<file path="config.mk">
export PLATFORM = sky130hd
export DESIGN_NAME = microwave_timer
export DESIGN_NICKNAME = d
export VERILOG_FILES = /design/src/rtl/microwave_pkg.sv /design/src/rtl/mmss_dec.sv /design/src/rtl/microwave_timer.sv
export SDC_FILE = /design/constraint.sdc
export NUM_CORES = 1
export LEC_CHECK = 0
export CAP_MARGIN = 20
export CORE_MARGIN = 2
export CORE_UTILIZATION = 40
export CTS_BUF_LIST = sky130_fd_sc_hd__clkbuf_8
export CTS_CLUSTER_SIZE = 24
export DETAILED_ROUTE_END_ITERATION = 8
export GPL_TIMING_DRIVEN = 0
export PLACE_DENSITY = 0.67
export SYNTH_ARGS = -nofsm -noshare
export SYNTH_HDL_FRONTEND = slang
export SYNTH_SLANG_ARGS = --single-unit
</file>
<file path="constraint.sdc">
create_clock -name clk -period 11.05 [get_ports clk]
set_input_delay 2.21 -clock clk [delete_from_list [all_inputs] [get_ports clk]]
set_output_delay 2.21 -clock clk [all_outputs]
set_load 0.01 [all_outputs]
</file>
<file path="src/rtl/microwave_pkg.sv">
// Shared types for the microwave countdown timer: FSM states and the MM:SS BCD time word.
package microwave_pkg;

  typedef enum logic [1:0] {ENTRY, ARM, RUN, FIN} state_t;

  typedef struct packed {
    logic [3:0] m1;
    logic [3:0] m0;
    logic [3:0] s1;
    logic [3:0] s0;
  } mmss_t;

  localparam mmss_t MMSS_ZERO = '0;

endpackage

</file>
<file path="src/rtl/mmss_dec.sv">
// Combinational one-second decrement of an MM:SS BCD time, flagging a 00:00 result.
module mmss_dec
  import microwave_pkg::*;
(
  input  mmss_t cur,
  output mmss_t nxt,
  output logic  is_zero
);

  logic [6:0] secs;

  always_comb begin
    nxt  = cur;
    secs = '0;
    // Keypad may leave seconds above 59; treat those as a plain binary count.
    if (cur.s1 > 4'd5) begin
      secs   = 7'(cur.s1) * 7'd10 + 7'(cur.s0) - 7'd1;
      nxt.s1 = 4'(secs / 7'd10);
      nxt.s0 = 4'(secs % 7'd10);
    end else if (cur.s0 != 4'd0) begin
      nxt.s0 = cur.s0 - 4'd1;
    end else begin
      nxt.s0 = 4'd9;
      if (cur.s1 != 4'd0) begin
        nxt.s1 = cur.s1 - 4'd1;
      end else begin
        nxt.s1 = 4'd5;
        if (cur.m0 != 4'd0) begin
          nxt.m0 = cur.m0 - 4'd1;
        end else begin
          nxt.m0 = 4'd9;
          nxt.m1 = cur.m1 - 4'd1;
        end
      end
    end
    is_zero = (nxt == MMSS_ZERO);
  end

endmodule

</file>
<file path="src/rtl/microwave_timer.sv">
// Keypad entry and heat-gated MM:SS countdown feeding the cook controller's start/finish handshake.
// Optional quick-start at 00:00 is enabled by defining MICROWAVE_QUICK_START_EN.
module microwave_timer
  import microwave_pkg::*;
#(
  parameter int TICK_DIV  = 4,
  parameter int QUICK_SEC = 30
) (
  input  logic       clk,
  input  logic       rst,
  input  logic       key_valid,
  input  logic [3:0] key_digit,
  input  logic       key_start,
  input  logic       key_clear,
  input  logic       heat,
  output logic       start,
  output logic       finish,
  output logic       running,
  output logic [3:0] disp_m1,
  output logic [3:0] disp_m0,
  output logic [3:0] disp_s1,
  output logic [3:0] disp_s0
);

  localparam int PW = (TICK_DIV > 1) ? $clog2(TICK_DIV) : 1;
  localparam logic [PW-1:0] PRE_LAST = PW'(TICK_DIV - 1);

  if (QUICK_SEC > 59) begin : g_quick_range
    $error("QUICK_SEC must not exceed 59");
  end

`ifdef MICROWAVE_QUICK_START_EN
  localparam mmss_t QUICK_TIME = '{m1: 4'd0, m0: 4'd0,
                                   s1: 4'(QUICK_SEC / 10), s0: 4'(QUICK_SEC % 10)};
`endif

  state_t        state, state_nxt;
  mmss_t         tm, tm_nxt, tm_dec;
  logic          dec_zero;
  logic [PW-1:0] pre, pre_nxt;

  mmss_dec u_dec (
    .cur     (tm),
    .nxt     (tm_dec),
    .is_zero (dec_zero)
  );

  always_ff @(posedge clk) begin
    if (rst) begin
      state <= ENTRY;
      tm    <= MMSS_ZERO;
      pre   <= '0;
    end else begin
      state <= state_nxt;
      tm    <= tm_nxt;
      pre   <= pre_nxt;
    end
  end

  always_comb begin
    state_nxt = state;
    tm_nxt    = tm;
    pre_nxt   = pre;
    case (state)
      ENTRY: begin
        if (key_clear) begin
          tm_nxt = MMSS_ZERO;
        end else if (key_start) begin
          if (tm != MMSS_ZERO) begin
            state_nxt = ARM;
          end
`ifdef MICROWAVE_QUICK_START_EN
          else begin
            tm_nxt    = QUICK_TIME;
            state_nxt = ARM;
          end
`endif
        end else if (key_valid && key_digit <= 4'd9) begin
          tm_nxt = '{m1: tm.m0, m0: tm.s1, s1: tm.s0, s0: key_digit};
        end
      end
      ARM: begin
        if (key_clear) begin
          state_nxt = ENTRY;
        end else if (heat) begin
          state_nxt = RUN;
          pre_nxt   = '0;
        end
      end
      RUN: begin
        // Door pause (heat low) freezes both prescaler and time.
        if (heat) begin
          if (pre == PRE_LAST) begin
            pre_nxt = '0;
            tm_nxt  = tm_dec;
            if (dec_zero) state_nxt = FIN;
          end else begin
            pre_nxt = pre + 1'b1;
          end
        end
      end
      FIN: begin
        if (!heat) begin
          state_nxt = ENTRY;
          tm_nxt    = MMSS_ZERO;
        end
      end
      default: state_nxt = ENTRY;
    endcase
  end

  assign start   = (state == ARM);
  assign finish  = (state == FIN);
  assign running = (state == RUN);
  assign disp_m1 = tm.m1;
  assign disp_m0 = tm.m0;
  assign disp_s1 = tm.s1;
  assign disp_s0 = tm.s0;

endmodule
</file>
# [Yosys cells after proc, flatten, opt, wreduce, memory -nomap -nowiden]
# Cells that the tools add are included.
[totals] reg_bits=20 latchBits=0 ram_bits=0 mem_bits_ro=0 in_bits=10 out_inout_bits=19 word_cells=76 n_memories=0
[op_classes] add_sub_neg=7 n_mul=1 n_div=2 n_lt_le_gt_ge=2 eq_ne=16 n_shift=0 mux=30 n_bitwise=0 n_reduce_logical=12
[op_table] cell="$mux W16" count=6
[op_table] cell="$pmux W16 S3" count=1
[op_table] cell="$mux W2" count=13
[op_table] cell="$mux W8" count=3
[op_table] cell="$logic_not A16 Y1" count=1
[op_table] cell="$mux W4" count=4
[op_table] cell="$reduce_bool A16 Y1" count=1
[op_table] cell="$sub A4 B1 Y4 const B" count=4
[op_table] cell="$ne A2 B2 Y1 const B" count=7
[op_table] cell="$mux W12" count=1
[op_table] cell="$reduce_bool A4 Y1" count=3
[op_table] cell="$ne A3 B3 Y1 const B" count=3
[op_table] cell="$pmux W2 S4" count=1
[op_table] cell="$reduce_and A8 Y1" count=1
[op_table] cell="$add A7 B4 Y7" count=1
[op_table] cell="$div A7 B4 Y7 const B" count=1
[op_table] cell="$mod A7 B4 Y7 const B" count=1
[op_table] cell="$sub A7 B1 Y7 const B" count=1
[op_table] cell="$eq A2 B2 Y1 const B" count=3
[op_table] cell="$mul A4 B3 Y6 const B" count=1
[op_table] cell="$reduce_and A6 Y1" count=1
[op_table] cell="$gt A4 B3 Y1 const B" count=1
[op_table] cell="$le A4 B4 Y1 const B" count=1
[op_table] cell="$ne A2 B1 Y1 const B" count=2
[op_table] cell="other kinds (8)" count=8

# [Longest topological paths before layout]
# Gate-level depths: netlist of run 1.
[depth] word_depth=10 depth_mapped=18 ltp_nobuf=18

# [Cells and area by module]
# A second synthesis of run 1 with hierarchy kept.
[unflattened] cells_unflattened=303 hier_area_um2=2366.0
[by_module_without_submodules] mod="mmss_dec" n_inst=1 cells_each=183 area_per_inst_um2=1238.7 seq_area_each_um2=0.0
[by_module_without_submodules] mod="microwave_timer" n_inst=1 cells_each=120 area_per_inst_um2=1127.3 seq_area_each_um2=400.4

# [Worst setup path after synthesis of run 1]
# OpenSTA, ideal clock, no wires.
[synth_timing] path_kind="reg2reg" from="reg tm, in the netlist disp_s1[1]" to="reg state[0]" arrival_time_ps=4433 setup_slack_ps=6530 path_stages_with_launch=18 path_buffers=1 cell_sequence="dfxtp_1 ha_1 ha_1 inv_1 fa_1 ha_1 clkbuf_1 a2111o_1 o21ai_1 nor2_1 a2111oi_0 a31o_1 ha_1 inv_1 nor4_1 a311oi_1 or4_1 o31ai_1"
[synth_via] elab_chain_len=8 word_cells_on_any_way=18 cone_classes="add/sub (3); mul (1); div (2); order compare (1); eq/ne (2); mux (5); reduce/logical (4)"
[synth_rtl] element="start: declaration" line_no="microwave_timer.sv:38" source="mmss_t tm, tm_nxt, tm_dec;"
[synth_rtl] element="start signal: assignment" line_no="microwave_timer.sv:55" source="tm <= tm_nxt;"
[synth_rtl] element="$mul A4 B3 Y6" line_no="mmss_dec.sv:17" source="secs = 7'(cur.s1) * 7'd10 + 7'(cur.s0) - 7'd1;"
[synth_rtl] element="$add A7 B4 Y7" line_no="mmss_dec.sv:17"
[synth_rtl] element="$sub A7 B1 Y7" line_no="mmss_dec.sv:17"
[synth_rtl] element="$mod A7 B4 Y7 / $div A7 B4 Y7 (equally long branches)" line_no="mmss_dec.sv:19, mmss_dec.sv:18"
[synth_rtl] element="$mux W8" line_no="mmss_dec.sv:16" source="if (cur.s1 > 4'd5) begin"
[synth_rtl] element="$logic_not A16 Y1" line_no="mmss_dec.sv:36" source="is_zero = (nxt == MMSS_ZERO);"
[synth_rtl] element="$ne A2 B1 Y1 (no source line)"
[synth_rtl] element="$reduce_and A8 Y1 (no source line) *"
[synth_rtl] element="end signal: assignment" line_no="microwave_timer.sv:54" source="state <= state_nxt;"
[synth_rtl] element="end: declaration" line_no="microwave_timer.sv:37" source="state_t state, state_nxt;"
# Mark *: on every way between the ends. The rest lies on a longest branch, timed or not.
# A chain may end at the register's enable or synchronous reset.

# [Worst setup path in the final report of run 1]
# Ends and elaborated chain as after synthesis.

==> results.ini, run 1 <==
[outcome]
outcome = completed

[critical_path]
path_max_fanout = 9
worstPathRequired_ns = 11.23
worstPathArrival_ns = 5.27
startpoint_type = flop
crit_type = reg -> reg
worstSetupEndpointType = flop

[cells_and_area]
finalNetCount = 377
n_antenna_cell = 0
finalNonFillerCells = 417
utilization_pct = 49.6
area_growth_pct = 18.2
drive_gt1_share_pct = 5.51

[clock_network]
clk_path_buf_depth = 2
path_clk_slew_ns = 0.08
cts_sinks = 20
cts_tree = built
htreeDepth = 1
post_cts_resize_count = 0
root_buffer = clkbuf_8
postCtsSetupRepairBufs = 0
cts_hold_buf = 0
tritoncts.num_buffers = 3
insertion_delay_ns = 0.26

[global_route]
grt_pass1_vias = 2245
antenna_found_initial = 0
gr-total-overflow = 0
grt_util_all_layers_pct = 20.1
grt_max_degree = 12
grt_pass1_wl_um = 10500

[floorplan]
core-area_sq_um = 5570
start_util_pct = 42.0
io_pins = 29
die_w_um = 80.5
die_h_um = 80.5
dieArea_sq_um = 6480
rows = 27

[sta]
fin_crit_sh_pct = 46.1
max-slew-margin-rel_pct = 52.3
worst_pin_slew_ns = 0.715
setup_tns_ns = 0
slew_viol_final = 0
layout_min_cycle_time_ns = 5.09
hold_viol = 0
rsz0062_at_grt = no
max_freq_ghz = 0.196
fin_worst_skew_ns = 0.00241
setup_viol = 0

[drt]
avgViaCountPerCell = 5.85
detail_route.wl_per_cell_um = 15.2
dr.pass1.iters = 5
wirelength_um = 6330
num_vias = 2439
drc = 0
antenna_left = 0
drt_iter0_markers = 197

[placed_design]
dp_hpwl_um = 4910
place.gp.congestion = 0.846
dpl.cell_count = 413
io_buffers = 28

[hold_path]
worstHoldPathType = reg -> reg

[logic_synthesis]
ys.flop_type = dfxtp_1
ys_seq_area_share_pct = 17.1
async_flop_share_pct = 0
synth_fp_nets = 344
synth_seq_cells = 20
synthAdderAreaFrac_pct = 11.9
synth_area_sq_um = 2340
synth.area.mux_share_pct = 1.87
syn_avg_cell_area_sq_um = 7.48
syn_inst = 313
synth_cell_types = 59
synth_compound_area_share_pct = 31.2
synth_top_family_by_area = compound AO/OA/AOI/OAI gates
synth_edf_count = 0
synth_area_leader_cell = dfxtp_1
synth_top_area_share_pct = 17.1
synth-simple-area-share_pct = 24.1
yosys-top-cells-area = dfxtp_1 17%, ha_1 10%, nor2_1 5.5%
yosysWarningCount = 0
synth-xor-area-share_pct = 6.95

[flow_run]
maxCapViolations = 0

==> path summary, 6_finish.rpt <==
kind	start	to	slack, ns	cells after the start
max	disp_s1[1]$_SDFFE_PP0P_	state[0]$_SDFFE_PP0P_	5.96	17
min	pre[1]$_SDFFE_PP0P_	pre[1]$_SDFFE_PP0P_	0.55	2
max reg2reg	disp_s1[1]$_SDFFE_PP0P_	state[0]$_SDFFE_PP0P_	5.96	17
min reg2reg	pre[1]$_SDFFE_PP0P_	pre[1]$_SDFFE_PP0P_	0.55	2
==> layout make-up <==
class	count	area, sq um
inverters	26	97.6
repair buffers	28	280
fillers	561	2810
plain buffers	15	63.8
well taps	72	90.1
clock buffers	4	55.1
multi-input cells	252	1780
flip-flops and latches	20	400
==> cell families after synthesis <==
family | count (synthesis)
fa+ha+maj | 21
xor+xnor | 15
buf+inv | 41
mux | 3
compound gates | 98
flops | 20
simple gates | 115
==> layer usage <==
metal	GRT usage [%]	wire [um]
met4	2.37	39
met3	3.48	222
met1	28.8	3240
met5	0	0
met2	32.4	2830
==> cells in the final DEF (no fill, tap or decap), types with 6 or more instances in the layout <==
master	Yosys	routed
clkbuf_1	14	14
a21oi_1	13	13
xnor2_1	8	8
nor2_1	34	34
nand2_1	23	23
dfxtp_1	20	20
nor3_1	16	16
nand3_1	7	7
nor2b_1	6	6
ha_1	19	19
o21ai_0	14	14
a211oi_1	11	11
inv_1	26	26
a22oi_1	11	11
clkdlybuf4s50_1	0	28
==> sequential cells by signal (all words and copies together), names as in the netlist, named ones only <==
name / flops
disp_s1: 4
disp_s0: 4
disp_m0: 4
pre: 2
state: 1
disp_m1: 4
==> worst max-delay path, stage by stage (launching register included) <==
cell,delay [ns]
dfxtp_1,0.53
ha_1,0.30
ha_1,0.19
inv_1,0.06
fa_1,0.47
ha_1,0.33
a21oi_1,0.31
xnor2_1,0.16
or3_1,0.37
nor3_1,0.48
a2111oi_0,0.15
a31o_1,0.24
ha_1,0.29
nor2_1,0.06
o311ai_0,0.08
a311oi_1,0.21
or4_1,0.53
o31ai_1,0.24
==> cell usage after synthesis (2+ instances only) <==
master	count
nor4_1	2
o311ai_0	2
o211a_1	2
clkbuf_1	14
o211ai_1	2
a22oi_1	11
nor2_1	34
a211oi_1	11
a22o_1	2
and3_1	2
o21ai_1	3
a2111oi_0	3
o21ai_0	14
o2111ai_1	2
or2_2	2
nand2_1	23
dfxtp_1	20
nor2b_1	6
nor3_1	16
a21o_1	2
a21oi_1	13
and2_1	4
xnor2_1	8
ha_1	19
o31ai_1	5
o41ai_1	2
nand2b_1	4
nand3b_1	3
a311oi_1	4
or4_1	3
a31oi_1	3
xor2_1	5
or3_1	5
fa_1	2
nand3_1	7
inv_1	26
o21a_1	5
==> through the flow <==
stage / worst slack (ns) / instance area [sq um] / hold WS, ns
2_1_floorplan: 6.53 / 2340 / 0.510
3_3_place_gp: 6.04 / 2710 / 0.520
3_5_place_dp: 6.03 / 2710 / 0.538
4_1_cts: 5.96 / 2770 / 0.549
5_1_grt: 5.62 / 2770 / 0.588
6_report: 5.96 / 2770 / 0.546
Power of run 1 is left out: the tool's default activity adds up to more than one toggle a clock period on the data nets, which glitch-free logic cannot reach.
==> run 2: changes to the inputs <==
--- a/config.mk
+++ b/config.mk
@@ -12,7 +12,7 @@
 export CTS_CLUSTER_SIZE = 24
 export DETAILED_ROUTE_END_ITERATION = 8
 export GPL_TIMING_DRIVEN = 0
-export PLACE_DENSITY = 0.67
+export PLACE_DENSITY = 0.69
 export SYNTH_ARGS = -nofsm -noshare
 export SYNTH_HDL_FRONTEND = slang
 export SYNTH_SLANG_ARGS = --single-unit
==> constraint.sdc (replaced) <==
create_clock -name clk -period 4.63 [get_ports clk]
set_input_delay 0.926 -clock clk [delete_from_list [all_inputs] [get_ports clk]]
set_output_delay 0.926 -clock clk [all_outputs]
set_load 0.01 [all_outputs]
==> results.ini, run 2 (synthesis results as in run 1) <==
[outcome]
outcome = completed

[hold_path]
worstHoldPathType = reg -> reg
holdCritStartpoint = disp_s0[1]$_SDFFE_PP0P_
whs_path_depth = 2  ; unchanged
whs_endpoint = disp_s1[1]$_SDFFE_PP0P_

[critical_path]
path_max_fanout = 9  ; unchanged
startpoint = disp_s1[1]$_SDFFE_PP0P_
worstSetupEndpointType = flop
worstPathRequired_ns = 4.76  ; -6.47 ns
worstPathArrival_ns = 4.64  ; -0.63 ns
rr_endpoint = state[0]$_SDFFE_PP0P_
crit_type = reg -> reg
startpoint_type = flop
regToRegSetupSlack_ns = 0.13  ; -5.83 ns
r2r_start = disp_s1[1]$_SDFFE_PP0P_
worst_r2r_path_depth = 18  ; +1

[floorplan]
start_util_pct = 42.0  ; unchanged
die_h_um = 80.5  ; unchanged
core-area_sq_um = 5570  ; unchanged
io_pins = 29  ; unchanged
rows = 27  ; unchanged
dieArea_sq_um = 6480  ; unchanged
die_w_um = 80.5  ; unchanged

[global_route]
gr-total-overflow = 0  ; unchanged
grt_pass1_vias = 2228  ; -0.76%
grt_pass1_wl_um = 10900  ; +3.6%
grt_max_degree = 12  ; unchanged
grt_util_all_layers_pct = 21.0  ; +0.88 points
antenna_found_initial = 0  ; unchanged

[sta]
layout_min_cycle_time_ns = 4.50  ; -0.590 ns
rsz0062_at_grt = yes
hold_viol = 0  ; unchanged
whs_ns = 0.524  ; -0.0221 ns
max_freq_ghz = 0.222  ; +13%
finalWorstSetupSlack_ns = 0.127  ; -5.83 ns
setup_viol = 0  ; unchanged
fin_crit_sh_pct = 97.3  ; +51 points
worst_pin_slew_ns = 0.685  ; -0.0299 ns
max-slew-margin-rel_pct = 54.3  ; +2.0 points
fin_worst_skew_ns = 0.00327  ; +0.000866 ns
slew_viol_final = 0  ; unchanged
setup_tns_ns = 0  ; unchanged

[drt]
drc = 0  ; unchanged
wirelength_um = 6630  ; +4.8%
dr.pass1.iters = 5  ; unchanged
num_vias = 2538  ; +4.1%
drt_iter0_markers = 266  ; +35%
antenna_left = 0  ; unchanged
detail_route.wl_per_cell_um = 15.6  ; +3.1%
avgViaCountPerCell = 5.99  ; +2.3%

[clock_network]
htreeDepth = 1  ; unchanged
tritoncts.num_buffers = 3  ; unchanged
cts_sinks = 20  ; unchanged
path_clk_slew_ns = 0.07  ; about the same
cts_tree = built
insertion_delay_ns = 0.26  ; about the same
root_buffer = clkbuf_8
clk_path_buf_depth = 2  ; unchanged

[cells_and_area]
final_common_cell = nor2_1
finalNetCount = 384  ; +1.9%
final_cell_mix = 33 x nor2_1, 28 x clkdlybuf4s50_1, 26 x inv_1
drive_gt1_share_pct = 16.8  ; +11 points
n_antenna_cell = 0  ; unchanged
utilization_pct = 54.1  ; +4.4 points
area_growth_pct = 28.8

[flow_run]
maxCapViolations = 0  ; unchanged

[placed_design]
io_buffers = 28  ; unchanged
place_ws_ns = -0.420  ; -6.45 ns
dp_hpwl_um = 4930  ; +0.51%
place.gp.congestion = 0.851  ; +0.58%

## run 2: through the flow
| stage | cell area, sq um | cells |
|---|---|---|
| after global placement | 2710 | 413 |
| after detailed placement | 2710 | 413 |
| after global routing | 3010 | 424 |
| after floorplan | 2340 | 313 |
| final | 3010 | 424 |
| after CTS | 2870 | 422 |
## run 2: critical path, stage by stage, from the launching register on
cell and delay, ns:
dfxtp_4 0.38, ha_1 0.30, ha_1 0.19, inv_1 0.07, fa_2 0.48, ha_4 0.29, a21oi_2 0.07, buf_4 0.16
or3_1 0.34, a311oi_2 0.38, a2111oi_2 0.08, a31o_1 0.22, ha_1 0.31, nor2_2 0.06, o311ai_1 0.10, a311oi_2 0.18
buf_4 0.18, o41ai_2 0.45, o31ai_4 0.13
## run 2: final cells by class
| class | instances | area, sq um |
|---|---|---|
| fill | 545 | 2560 |
| multi-input combinational | 252 | 1950 |
| sequential | 20 | 410 |
| timing repair buffer | 37 | 348 |
| inverter | 26 | 97.6 |
| tap | 72 | 90.1 |
| buffer | 13 | 60.1 |
| clock buffer | 4 | 55.1 |
## run 2: repair_timing
item	in CTS	in global routing
setup endpoints to repair	5	4
setup buffers	5	4
hold buffers	0	0
pin swaps	2	5
gates resized for setup	15	28
## run 2: worst max-delay path by stage
stage	endpoint	slack, ns	cells after the start
floorplan	state[0]$_SDFFE_PP0P_	0.11	17
global placement	state[0]$_SDFFE_PP0P_	-0.40	17
global route	state[0]$_SDFFE_PP0P_	-0.04	18
CTS	state[0]$_SDFFE_PP0P_	0.005	18
finish	state[0]$_SDFFE_PP0P_	0.13	18
detailed placement	state[0]$_SDFFE_PP0P_	-0.42	17
## run 2: metal layers
metal  track usage, %  wire, um  vias up
met5                0         0        -
met4             1.86        32        0
met3             2.47       322        8
met2             33.6      3010       80
met1             31.3      3260     1207
li1                 -         -     1243
Power of run 2 is left out for the same reason.
==> RTL change (config.mk and constraints of run 2) <==
Set the parameter `TICK_DIV` to 2 (it was 4).
--- a/src/rtl/microwave_timer.sv
+++ b/src/rtl/microwave_timer.sv
@@ -3,7 +3,7 @@
 module microwave_timer
   import microwave_pkg::*;
 #(
-  parameter int TICK_DIV  = 4,
+  parameter int TICK_DIV  = 2,
   parameter int QUICK_SEC = 30
 ) (
   input  logic       clk,
Function: changed (Yosys sat finds a counterexample within 10 cycles, from zero or initial values and one cycle with rst high).
==> RTL change against run 2 <==
- clock skew is 0.0013 ns lower
- routed wire length down 3.8%
- sequential cell count shrank 1
- sequential share of layout area increased by 0.27 points
- non-clock buffer count is 4 higher
- setup slack improved by 0.064 ns
- synthesized area fell by 2.0%
- count of clock-buffer cells in the layout is 1 lower
- final area fell by 7.9%
- critical endpoint unchanged
==> RTL change: results (changes against run 2) <==
Timing
  – Rel. slew slack: 0.422 (-0.121)
  – Clock skew: 0.00193 ns (-0.00135 ns)

CTS
  – H-Tree Depth: 1 (unchanged)
  – Num CTS Buffers: 3 (unchanged)
  – Root Buffer: clkbuf_8
  – Clock latency at the later pin of the worst-skew pair: 0.26 ns (about the same)
  – CTS Buffer Depth: 2 (unchanged)
  – Clk slew on worst S/H paths: 0.07 ns (about the same)

Pwr
  – Largest Pwr Group: combinational logic
  – Clk pwr: 117 uW
  – LEAKAGE: 1.10 nW
  – Power per cell area: a little over 800 nW/um2
  – Worst IR drop on VDD: 427 uV
  – Switching power total: 1.18 mW
  – Comb power frac: 0.840

Place
  – DP HPWL: 4770 um (-3.4%)
  – IO Port Bufs: 28 (unchanged)
  – Placer Congestion: 0.946 (+11%)
  – Setup WS pre-CTS: -0.0914 ns (+0.329 ns)
  – Placed Cells: 413 (unchanged)
  – Placed instance area: 2660 um2 (-1.8%)

Worst setup path
  – Family with the most delay on the worst path: simple AND/OR/NAND/NOR gates
  – Worst path max stage delay: 0.49 ns
  – CP max FO: 9 (unchanged)
  – Critical-path top delay cell: or3_2

Synth
  – Top_reg_cell synth: dfxtp_1
  – Syn Nets: 343 (-0.29%)
  – Total number of yosys warnings: 0 (unchanged)
  – Number of flops mapped to enable cells by yosys: 0 (unchanged)
  – Cells after Synth: 313 (unchanged)
  – Ys async rst share: 0 (unchanged)
  – Top cells by area, synth: dfxtp_1 (17%), ha_1 (9.8%), nor2_1 (5.4%)
  – Yosys cell types: 64 (+8.5%)
  – Sequential fraction of the synthesis area: 0.166 (-0.00518)
  – Top post-synthesis cells by count: nor2_1 (33), nand2_1 (28), inv_1 (26)

Global routing
  – Vias in the first global route: 2091 (-6.1%)
  – First-pass GRT wire length: 10100 um (-7.0%)
  – Largest net degree at the start of global routing: 12 (unchanged)
  – Initial antenna violation count: 0 (unchanged)
  – Gr usage total: 0.195 (-0.0147)

Routing
  – Routed wire length: 6380 um (-3.8%)
  – Drt via density: 5.87 (-2.0%)
  – Number of DRC markers in iteration 0: 173 (-35%)
  – DR pass1 iterations: 5 (unchanged)
  – Via count: 2487 (-2.0%)

Hold path
  – Hold crit path type: reg2reg

Layout
  – Final Net Count: 383 (-0.26%)
  – Ratio of cells with drive above 1 in the final layout: 0.102 (-0.0653)
  – Diode count: 0 (unchanged)

Outcome
  – Outcome: finished clean
## RTL change: changes by cell type after synthesis, sizes merged, moves of 4 or more
cell	before	now
a21oi	14	23
buf	1	8
a22oi	11	6
clkbuf	14	9
nand2	23	28
nand3	7	12
nor2b	6	1
nor3	17	12
nand4	1	5
o21a	5	1
## RTL change: repair_timing
action                     4_1_cts  5_1_grt
hold endpoints to repair         0        0
setup endpoints to repair        1        2
gates resized for setup          1        4
buffers inserted                 0        7
pin swaps                        0        2
## RTL change: final timing paths
| check | start | end | slack (ns) | depth (start not counted) |
|---|---|---|---|---|
| max | disp_s1[1] | state[0] | 0.19 | 16 |
| min | disp_s1[1] | disp_s1[1] | 0.53 | 2 |
| max reg2reg | disp_s1[1] | state[0] | 0.19 | 16 |
| min reg2reg | disp_s1[1] | disp_s1[1] | 0.53 | 2 |
## RTL change: cell type report
| cell class | instances | area, um2 |
|---|---|---|
| multi-input combinational | 249 | 1690 |
| clock inverter | 1 | 5.00 |
| inverter | 26 | 97.6 |
| timing repair buffer | 35 | 333 |
| sequential | 19 | 385 |
| buffer | 19 | 133 |
| tap | 72 | 90.1 |
| fill | 545 | 2730 |
| clock buffer | 3 | 41.3 |
## RTL change: kinds of logic after synthesis
| family | after synthesis | share of synthesized area |
|---|---|---|
| mux | 6 | 0.0289 |
| flops | 19 | 0.166 |
| buf+inv | 45 | 0.100 |
| xor+xnor | 15 | 0.0573 |
| fa+ha+maj | 20 | 0.116 |
| compound gates | 91 | 0.278 |
| simple gates | 117 | 0.253 |
## RTL change: per-layer routing
| layer | share of wire | routed length, um | track usage |
|---|---|---|---|
| met1 | 0.49 | 3120 | 0.302 |
| met2 | 0.45 | 2850 | 0.293 |
| met3 | 0.064 | 406 | 0.0328 |
| met4 | 0 | 0 | 0.0138 |
| met5 | 0 | 0 | 0 |
